[src/rtl/alu_cmd_parser.sv]
// alu_cmd_parser: parses length-prefixed host packets and runs echo, 32-bit add or 32-bit subtract
module alu_cmd_parser #(
  parameter int DATA_WIDTH = 8,
  parameter int OPERAND_WIDTH = 32
) (
  input  logic                  clk_i,
  input  logic                  rst_ni,
  input  logic [DATA_WIDTH-1:0] s_axis_tdata,
  input  logic                  s_axis_tvalid,
  output logic                  s_axis_tready,
  output logic [DATA_WIDTH-1:0] m_axis_tdata,
  output logic                  m_axis_tvalid,
  input  logic                  m_axis_tready,
  output logic                  busy_o,
  output logic                  err_o
);
  typedef enum logic [2:0] {OPCODE, RSV, LEN_LO, LEN_HI, ECHO, ACCUM, SEND, DRAIN} state_t;
  state_t state, state_n;
  logic [DATA_WIDTH-1:0] opc, len_lo, out_data;
  logic [15:0] len, pay, cnt;
  logic [OPERAND_WIDTH-1:0] acc, opnd, word;
  logic [1:0] bidx, idx;
  logic first, out_valid, s_hs, last, is_echo, is_alu, bad, rej, send_hs;
  assign s_hs    = s_axis_tvalid && s_axis_tready;
  assign len     = {s_axis_tdata, len_lo};
  assign pay     = len - 16'd4;
  assign is_echo = opc == 8'hEC;
  assign is_alu  = (opc == 8'hAD) || (opc == 8'h5B);
  assign bad     = len < 16'd4;
  assign rej     = (!is_echo && !is_alu) || (is_alu && ((pay == 16'd0) || (pay[1:0] != 2'd0)));
  assign last    = cnt == 16'd1;
  assign word    = {s_axis_tdata, opnd[OPERAND_WIDTH-1:DATA_WIDTH]};
  // a leftover echo byte is flushed before the result bytes are presented
  assign send_hs = (state == SEND) && !out_valid && m_axis_tready;
  assign s_axis_tready = rst_ni && ((state == ECHO) ? (!out_valid || m_axis_tready) : (state != SEND));
  assign m_axis_tvalid = out_valid || (state == SEND);
  assign m_axis_tdata  = ((state == SEND) && !out_valid) ? acc[{idx, 3'b000} +: DATA_WIDTH] : out_data;
  assign busy_o = state != OPCODE;
  always_ff @(posedge clk_i or negedge rst_ni)
    if (!rst_ni) state <= OPCODE;
    else state <= state_n;
  always_comb begin
    state_n = state;
    case (state)
      OPCODE: state_n = s_hs ? RSV : OPCODE;
      RSV:    state_n = s_hs ? LEN_LO : RSV;
      LEN_LO: state_n = s_hs ? LEN_HI : LEN_LO;
      LEN_HI: if (s_hs) state_n = bad ? OPCODE : rej ? ((pay != 16'd0) ? DRAIN : OPCODE) :
                                  (pay == 16'd0) ? OPCODE : is_echo ? ECHO : ACCUM;
      ECHO, DRAIN: state_n = (s_hs && last) ? OPCODE : state;
      ACCUM:  state_n = (s_hs && last) ? SEND : ACCUM;
      SEND:   state_n = (send_hs && idx == 2'd3) ? OPCODE : SEND;
      default: state_n = OPCODE;
    endcase
  end
  always_ff @(posedge clk_i or negedge rst_ni)
    if (!rst_ni) begin
      opc <= '0;
      len_lo <= '0;
      out_data <= '0;
      out_valid <= 1'b0;
      cnt <= '0;
      acc <= '0;
      opnd <= '0;
      bidx <= '0;
      idx <= '0;
      first <= 1'b0;
      err_o <= 1'b0;
    end else begin
      err_o <= s_hs && (state == LEN_HI) && (bad || rej);
      if (s_hs && state == OPCODE) opc <= s_axis_tdata;
      if (s_hs && state == LEN_LO) len_lo <= s_axis_tdata;
      if (s_hs && state == LEN_HI) begin
        cnt <= pay;
        first <= 1'b1;
        bidx <= '0;
      end
      if (s_hs && (state == ECHO || state == ACCUM || state == DRAIN)) cnt <= cnt - 16'd1;
      if (s_hs && state == ACCUM) begin
        opnd <= word;
        bidx <= bidx + 2'd1;
        if (bidx == 2'd3) begin
          acc <= first ? word : (opc == 8'h5B) ? acc - word : acc + word;
          first <= 1'b0;
        end
      end
      if (send_hs) idx <= idx + 2'd1;
      if (s_hs && state == ECHO) begin
        out_data <= s_axis_tdata;
        out_valid <= 1'b1;
      end else if (m_axis_tready) out_valid <= 1'b0;
    end
endmodule
[config.mk]
export PLATFORM = sky130hd
export DESIGN_NAME = alu_cmd_parser
export DESIGN_NICKNAME = d
export VERILOG_FILES = /design/src/rtl/alu_cmd_parser.sv
export SDC_FILE = /design/constraint.sdc
export NUM_CORES = 1
export LEC_CHECK = 0
export ABC_AREA = 1
export CAP_MARGIN = 40
export CORE_UTILIZATION = 40
export CTS_CLUSTER_SIZE = 25
export DETAILED_ROUTE_END_ITERATION = 10
export SETUP_SLACK_MARGIN = 0.3
export SYNTH_ARGS = -nofsm -noshare
export SYNTH_HDL_FRONTEND = slang
export SYNTH_SLANG_ARGS = --single-unit
[constraint.sdc]
create_clock -name clk_i -period 6.58 [get_ports clk_i]
set_input_delay 1.645 -clock clk_i [delete_from_list [all_inputs] [get_ports clk_i]]
set_output_delay 1.645 -clock clk_i [all_outputs]
set_load 0.01 [all_outputs]
== After elaboration in Yosys (flattened, before gate mapping) ==
Index checks and enable logic that the tools add are counted.

* Flip-flop bits (word level): 114
* Bits in latches: 0
* RAM bits: 0
* Bits in read-only memories: 0
* Input port bits: 12
* Output and inout bits: 12
* Logic and storage cells: 99
* Memories kept: 0

* $add $sub $neg: 6
* Multipliers: 0
* Div/mod/pow operators: 0
* Order comparisons: 1
* Eq/ne operators: 16
* Shift-type cells: 1
* Muxes and demuxes: 26
* Bitwise logic cells: 0
* Reduce and logical (&&, ||, !) cells: 37

{| class="wikitable"
|+ Operator list
! kind !! count
|-
| $mux 32 || 2
|-
| $add 32x32->32 || 1
|-
| $mux 16 || 2
|-
| $shiftx 32x6->8 || 1
|-
| $sub 32x32->32 || 1
|-
| $mux 3 || 7
|-
| $pmux 3 s7 || 1
|-
| $eq 16x1->1 const B || 1
|-
| $eq 8x8->1 const B || 2
|-
| $logic_not 16->1 || 1
|-
| $lt 16x3->1 const B || 1
|-
| $reduce_bool 16->1 || 1
|-
| $sub 16x1->16 const B || 1
|-
| $sub 16x3->16 const B || 1
|-
| $logic_and 1x1->1 || 15
|-
| $eq 3x3->1 const B || 4
|-
| $mux 1 || 9
|-
| $eq 8x7->1 const B || 1
|-
| $logic_or 1x1->1 || 8
|-
| $mux 2 || 4
|-
| $mux 8 || 1
|-
| $reduce_bool 2->1 || 4
|-
| $eq 3x2->1 const B || 2
|-
| $add 2x1->2 const B || 2
|-
| 9 further kinds || 14
|}

== Depth between registers and ports, before layout ==
Gate-level depths: netlist (run 1).

* Depth after elaboration: 9
* Gate-level depth with buffers: 22
* Mapped depth without buffers: 22

== Least setup slack after synthesis (run 1) ==
Ideal clock, no wire load.

* Kind: in2reg
* From: in s_axis_tdata[1]
* To: reg acc[30]
* Arrival time: 3.529 ns
* Required time: 6.457 ns
* Setup slack: 2.928 ns
* Stages: 16
* Buffers on the path: 1
* Cells stage by stage: buf_2 nor2_1 nand2_1 nand2_1 nand2_1 xor2_1 inv_1 ha_1 a21oi_1 o21ai_0 a21oi_1 o21ai_0 a21oi_1 a21oi_1 o21ai_0 nand2_1

* Word-level cells in the longest chain between the ends: 3
* Elaborated cells on any way between the ends: 4

{| class="wikitable"
|+ RTL lines
! what !! line !! text
|-
| start: declaration || 8 || <nowiki>input logic [DATA_WIDTH-1:0] s_axis_tdata,</nowiki>
|-
| $add 32x32->32 / $sub 32x32->32 (equally long branches) || 83 || <nowiki>acc <= first ? word : (opc == 8'h5B) ? acc - word : acc + word;</nowiki>
|-
| $mux 32 (*) (2 in series) || 83 ||
|-
| end signal: assignment || 83 ||
|-
| end: declaration || 21 || <nowiki>logic [OPERAND_WIDTH-1:0] acc, opnd, word;</nowiki>
|}

Mark *: on every way between the ends. The rest lies on a longest branch, timed or not.
A chain may end at the register's enable or synchronous reset.

== Worst setup path in the final report (run 1) ==
* From: in m_axis_tready
* To: out s_axis_tready

* Word-level cells in the longest chain between the ends: 3

{| class="wikitable"
|+ RTL lines
! what !! line !! text
|-
| start: declaration || 13 || <nowiki>input logic m_axis_tready,</nowiki>
|-
| $logic_or 1x1->1 || 35 || <nowiki>assign s_axis_tready = rst_ni && ((state == ECHO) ? (!out_valid || m_axis_tready) : (state != SEND));</nowiki>
|-
| $mux 1 || 35 ||
|-
| $logic_and 1x1->1 || 35 ||
|-
| end: declaration || 10 || <nowiki>output logic s_axis_tready,</nowiki>
|}

No other way between the ends.

==> impl_summary.md, run 1 <==
Timing
The time the worst path needs with I/O delays and setup is 4690 ps. The slew at the pin closest to its max-slew limit is 828 ps. The final total negative setup slack is 0 ps. Setup repair after global routing left no endpoint under its margin. The number of hold-slack violations in the final timing report was 0.

The maximum operating frequency is 0.213 GHz. Across the routed clock network, the largest skew measured is 9.60 ps. Of the available clock period, the critical path in the final layout requires 0.712.

The number of slew-limit violations in the final report came to 0. Headroom to the max-slew limit came out at 0.442. Setup violations remaining at the end of the flow were counted as 0.

Setup path
The biggest fanout along the worst timing path is 4. STA classifies the critical path endpoint as an output port. Data on the critical path arrives at its endpoint at 3040 ps. STA classifies the critical path startpoint as an input pin. At the worst endpoint, the required time is 4930 ps. The worst setup path is of the input pin to output port kind.

Run
Across the run, the number of max-cap violations was 0.

Clock tree
In this run, CTS created clock tree buffers numbering 9. The insertion delay to the later sink of the worst-skew pair is 370 ps. The register clock-pin slew on the reported worst setup and hold paths is 70 ps. In this run the number of H-tree levels came out at 3.

TritonCTS built the clock tree. The cell sitting at the root of the clock tree is a sky130_fd_sc_hd__clkbuf_16. Gates resized during post-CTS repair numbered 0. The number of hold buffers added after CTS was 0.

The longest clock path from root to sink contains 2 buffers. The tree built by TritonCTS fans out to 106 sinks. The number of buffers inserted by post-CTS setup repair is 0.

Synth
The most used flip-flop cell after synthesis is sky130_fd_sc_hd__dfrtp_1. After synthesis, the cell types taking the most area are sky130_fd_sc_hd__dfrtp_1, sky130_fd_sc_hd__nand2_1, sky130_fd_sc_hd__o21ai_0, sky130_fd_sc_hd__inv_1, sky130_fd_sc_hd__nor2_1. The biggest area contributor in the post-synthesis netlist is sky130_fd_sc_hd__dfrtp_1. During synthesis, Yosys emitted a total of 0 warnings.

The share of the Yosys chip area taken by registers is 0.322. The number of different library cells used by synthesis comes to 53. Of the post-synthesis cell area, the dominant cell type holds 0.322. The post-synthesis cell count is 1188. The number of enable flip-flop cells after synthesis is 0. In the synthesized netlist the async set-or-reset flop fraction comes to 1.00. In this run the cell area of the synthesized design comes to 8250 um2. The cell with the most instances after synthesis is sky130_fd_sc_hd__nand2_1. The commonest cells after synthesis are sky130_fd_sc_hd__nand2_1, sky130_fd_sc_hd__inv_1, sky130_fd_sc_hd__nor2_1.

Counting every net in the synthesized netlist gives 1239. The number of synthesized register bits is 106. The average footprint of a synthesized cell is 6.94 um2.

Detailed routing
The detailed router placed 7954 vias in this run. Dividing the detail-routed via count by the number of cells gives 5.41. In the final routed layout, each cell accounts on average for 18.1 um. The number of iterations in the first detailed-routing pass is 5. For this block, the initial DRC count from the detailed router was 573. In this run the remaining antenna-violating nets after routing total 0. The final routed DRC violation total is 0. The routed design has 26.5 mm of wire.

Die
The area of the die is 21200 um2. Measured along the x axis, the die boundary spans 146 um. The height of the die is 146 um.

The standard cell core area is 20200 um2. The total number of placement rows is 52. The total I/O pin count is 24.

The initial standard-cell utilization of the core is 0.408.

GRT
The fraction of met3 tracks used by global routing is 0.0351. The initial antenna violation count is 0. For this run, the total global-route usage over all layers was measured as 0.258. The total global routing overflow is 0. The via count of the first global-routing pass is 7647. The first global-routing pass estimated 42.1 mm of wire. In the global route stage, met2 resource usage came out at 0.410. The most heavily used metal layer in global routing is met2.

The met1 usage is 0.357. Entering global routing, the biggest net connects 57 pins.

Power and ir drop
The overall power after layout is 3.27 mW. The static leakage power is 4.29 nW. The worst supply voltage drop on vdd is 0.165 mV.

The power per cell area is 364 nW/um2.

Placement
The placed instances occupy a cell area of 8690 um2. After legalization and detailed placement, the total HPWL measured 20.4 mm. The number of buffer cells added on primary ports is 23. The final RePlAce weighted congestion is 0.962.

Final layout
The layout cell share with drive strength beyond 1 is 0.0450. The finished cells cover 8980 um2. The number of antenna diodes in the final layout is 0. The post-layout net count is 1246. The post-synthesis to final-layout area growth is 8.87%.

Run status
The flow ran to the end, and the final reports show no timing, DRC or antenna violations.

Min path
The path class of the tightest hold or removal check is flop to flop.
-- worst max-delay path, stage by stage --
cell and delay (ps):
sky130_fd_sc_hd__clkdlybuf4s50_1 520, sky130_fd_sc_hd__nor2_1 90, sky130_fd_sc_hd__a21oi_4 210, sky130_fd_sc_hd__clkdlybuf4s50_1 570
-- logic make-up after synthesis --
group	Yosys count	synth area share
and+or+nand+nor	526	0.273
DFF	106	0.322
adders and majority gates	39	0.0601
xor gates and xnor gates	56	0.0595
buffers and inverters	179	0.0898
AOI/OAI and AO/OA	282	0.196
-- per-layer routing --
| layer | wire length, um | share of wire | vias to the layer above |
|---|---|---|---|
| li1 | - | - | 3941 |
| met1 | 12400 | 0.47 | 3749 |
| met2 | 12100 | 0.45 | 223 |
| met3 | 1250 | 0.047 | 41 |
| met4 | 797 | 0.030 | 0 |
| met5 | 0 | 0 | - |
-- layout by cell type, fill, tap and decap left out, drive strengths merged, types with 3 or more instances in the layout --
master	instances
ha	38
nor4	7
nand4	14
o21a	7
clkinv	3
a21oi	82
a22oi	3
buf	8
a31oi	20
nand3b	4
o31ai	3
clkinvlp	3
nand2	285
clkbuf	11
inv	142
a21o	9
o221ai	3
dfrtp	106
nand3	67
clkdlybuf4s50	22
or2	5
xnor2	11
o21bai	6
xor2	45
nor2	133
o21ai	126
nor3	11
o211ai	16
-- flip-flops by register name, indices dropped and copies added, names as in the netlist, 2 cells and up --
| name | count |
|---|---|
| acc | 32 |
| bidx | 2 |
| cnt | 16 |
| idx | 2 |
| len_lo | 8 |
| opc | 8 |
| opnd | 24 |
| out_data | 8 |
| state | 3 |
-- per-stage QoR --
step                std cells  hold WS, ps  utilization  setup WS, ps
global placement         1454          474        0.429          1910
global route             1469          524        0.444          1830
detailed placement       1454          479        0.429          1890
floorplan                1188          454            -          2930
CTS                      1469          496        0.444          1890
finish                   1469          493        0.444          1890
-- cell type report --
cell class / count / area (um2)
clock inverters: 4 / 52.6
multi-input cells: 903 / 4860
well taps: 270 / 338
fillers: 2093 / 11300
inverters: 145 / 559
flip-flops and latches: 106 / 2650
clock buffers: 11 / 243
repair buffers: 30 / 280
-- final timing paths --
check                                   start       endpoint  slack (ps)  cells past startpoint
worst max-delay path            m_axis_tready  s_axis_tready        1890                      4
worst min-delay path              out_data[7]    out_data[7]         490                      2
worst max register to register         opc[7]        acc[19]        2130                     15
worst min register to register    out_data[7]    out_data[7]         490                      2
max in group asynchronous              rst_ni       opnd[14]        3830                      3
min in group asynchronous              rst_ni         acc[1]        1520                      2
-- power breakdown --
part           switching [mW]  total [mW]  leakage, nW  internal, mW
combinational            1.11        1.72         2.91         0.614
sequential              0.167       0.979         1.25         0.812
clock                   0.266       0.570        0.134         0.304
(Power assumes the default switching activity.)
==> run 2: changes to the inputs <==
==> constraint.sdc (replaced) <==
create_clock -name clk_i -period 4.3 [get_ports clk_i]
set_input_delay 1.075 -clock clk_i [delete_from_list [all_inputs] [get_ports clk_i]]
set_output_delay 1.075 -clock clk_i [all_outputs]
set_load 0.01 [all_outputs]
==> impl_summary.md, run 2 (synthesis gave the netlist of run 1 again) <==
Setup path
The critical path class is input pin to output port. In this run the worst path has a maximum fanout of 4. The worst setup path is launched from an input pin. STA classifies the critical path endpoint as an output port. Traced cell by cell, the critical path runs through clkdlybuf4s50_1 > nor2_1 > a21oi_4 > clkdlybuf4s50_1.

The slowest stage of the critical path is the sky130_fd_sc_hd__clkdlybuf4s50_1 cell. In this design, the stage delay of the slowest critical-path cell is 580 ps. The startpoint of the lowest-slack register-to-register path is opnd[8]. Among the stages of the critical path, the cell type that occurs most often is sky130_fd_sc_hd__clkdlybuf4s50_1. The required time at the worst-slack endpoint is 3220 ps. The first element of the critical path is m_axis_tready. STA puts the critical path data arrival time at 2580 ps.

Timing
The clock skew is 11.8 ps. On the final layout, the worst hold slack is 491 ps. Dividing the final minimum period by the clock period gives 0.849. The final total negative setup slack is 0 ps. The post-route worst setup slack is 649 ps. After layout, the minimum clock period comes to 3650 ps.

The worst pin sits at a relative slew slack of 0.589. The number of slew-limit violations in the final report is 0. Setup repair after global routing left no endpoint under its margin. The number of hold-slack violations in the final timing report is 0. For the pin with the worst max-slew slack, the measured transition is 615 ps. The maximum operating frequency is 0.274 GHz. The number of failing setup endpoints in the final timing report is 0.

Power and ir drop
The power per cell area is 565 nW/um2. The share of total power dissipated in sequential elements is 0.291. The static leakage power is 4.40 nW. Cell internal power was estimated by the tool at 2.72 mW.

The design draws 5.17 mW. The worst supply voltage drop on vdd is 0.341 mV. The share of total power dissipated in the clock network is 0.180. The switching part of the total power is 0.473. In this run the power spent charging and discharging nets is 2.44 mW. The share of total power dissipated in combinational logic is 0.529.

GRT
For this run the aggregate overflow at the end of global routing stands at 0. The via count of the first global-routing pass is 7753. The global-route wire length before repair is 43.8 mm. The initial antenna violation count is 0. The pin count of the biggest net entering global routing is 59. For this run, the total global-route usage over all layers was measured as 0.271.

Detailed routing
In the routed design, unresolved DRC markers number 0. The final routed wirelength across all metal layers is 27.8 mm. The detailed router finished its first iteration with 608 violations. The post-route antenna net violation count is 0.

The routed layout has 8054 vias. Using the TritonRoute via totals, the vias-per-cell ratio works out to 5.42. The number of iterations in the first detailed-routing pass is 6.

After detailed routing, the average wire length per cell comes to 18.7 um.

Placement
Timing analysis after detailed placement gives a worst setup slack of 395 ps. The count of buffers added on input and output ports is 23. The HPWL after detailed placement is 21.4 mm. At the end of routability-driven placement, the weighted congestion stood at 0.986.

Min path
The path class of the tightest hold or removal check is flop to flop. The startpoint identified for the worst hold timing path is out_data[1].

Clock tree
The clock tree root driver cell is sky130_fd_sc_hd__clkbuf_16. TritonCTS built the clock tree. Buffers added to address setup during post-CTS repair amount to 0.

The clock buffer count from CTS is 9. After clock tree synthesis, the flow added hold-fix buffers numbering 0. The H-tree was split into 3 levels.

The number of gates given a new drive strength after cts is 0. The clock passes through at most 2 buffers. For the worst-skew pair, the clock arrives at the later sink with an insertion delay of 370 ps. The clock net in this run drives a total of 106 sinks. Clock-pin slew was measured on the worst setup and hold paths at 70 ps.

Final layout
The layout cell share with drive strength beyond 1 is 0.0600. The repair_antennas step left the layout with diodes totalling 0. The flip-flop and latch area is 2650 um2. The largest registers in the layout are acc: 32 flops, opnd: 24 flops, cnt: 16 flops. The register with the most flip-flops in the final layout is acc. In the layout the commonest cells are sky130_fd_sc_hd__nand2_1, sky130_fd_sc_hd__inv_1, sky130_fd_sc_hd__nor2_1, sky130_fd_sc_hd__o21ai_0, sky130_fd_sc_hd__dfrtp_1. The post-synthesis to final-layout area growth is 11.0%.

At the end of the flow, the number of nets in the layout was 1263. The library cell used most frequently in the layout, excluding fill and tap cells, is sky130_fd_sc_hd__nand2_1. For this run, the share of the core covered by cells in the final layout is 0.452. In the final layout, the multi-input gates occupy 4860 um2.

The register with the most flip-flops in the layout has 32 of them. After filler insertion, the fill cell instance count of the layout stands at 2096.

Die
In this run the standard cell core region covers 20200 um2. The die span in x is 146 um. The total number of placement rows is 52.

From bottom edge to top edge, the die measures 146 um. For this configuration, the core starts out at a cell density of 0.408. The die covers 21200 um2. The total I/O pin count is 24.

Run
The max-capacitance violation count is 0.

Run status
The flow ran to the end, and the final reports show no timing, DRC or antenna violations.
## run 2: metrics by stage
stage	cells	cell area, um2
global route	1487	9150
CTS	1487	9150
detailed placement	1471	8830
floorplan	1188	8250
global placement	1470	8810
finish	1487	9150
## run 2: path summary, 6_finish.rpt
kind / endpoint / slack [ps] / cells after the start
min in group asynchronous: bidx[0] / 780 / 2
setup reg to reg: acc[27] / 680 / 20
max in group asynchronous: acc[30] / 2530 / 4
hold / removal: out_data[1] / 490 / 2
hold reg to reg: out_data[1] / 490 / 2
setup / recovery: s_axis_tready / 650 / 4
## run 2: critical path, delay by kind of cell
kind                   cells  cell delay (ps)
buffers and inverters      2             1150
AND/OR/NAND/NOR            1              110
AO/OA/AOI/OAI              1              240
## run 2: layout make-up
class / count / area share
Inverter: 145 / 0.0611
Tap cell: 270 / 0.0369
Clock inverter: 3 / 0.00506
Multi-Input combinational cell: 903 / 0.531
Clock buffer: 13 / 0.0295
Sequential cell: 106 / 0.290
Timing Repair Buffer: 47 / 0.0468
## run 2: per-layer routing
metal	vias to the layer above	global-route usage	wire length, um
met3	51	0.0326	1480
met2	257	0.439	12800
met4	0	0.115	878
met5	-	0	0
met1	3774	0.365	12600
li1	3972	-	-
## run 2: power by group through the flow
stage               logic (mW)  clock network [mW]  registers (mW)
finish                    2.73               0.928            1.50
global route              3.03               0.970            1.54
CTS                       2.69               0.936            1.50
detailed placement        2.68                   0            1.51
global placement          2.67                   0            1.52
floorplan                 1.88                   0            1.42
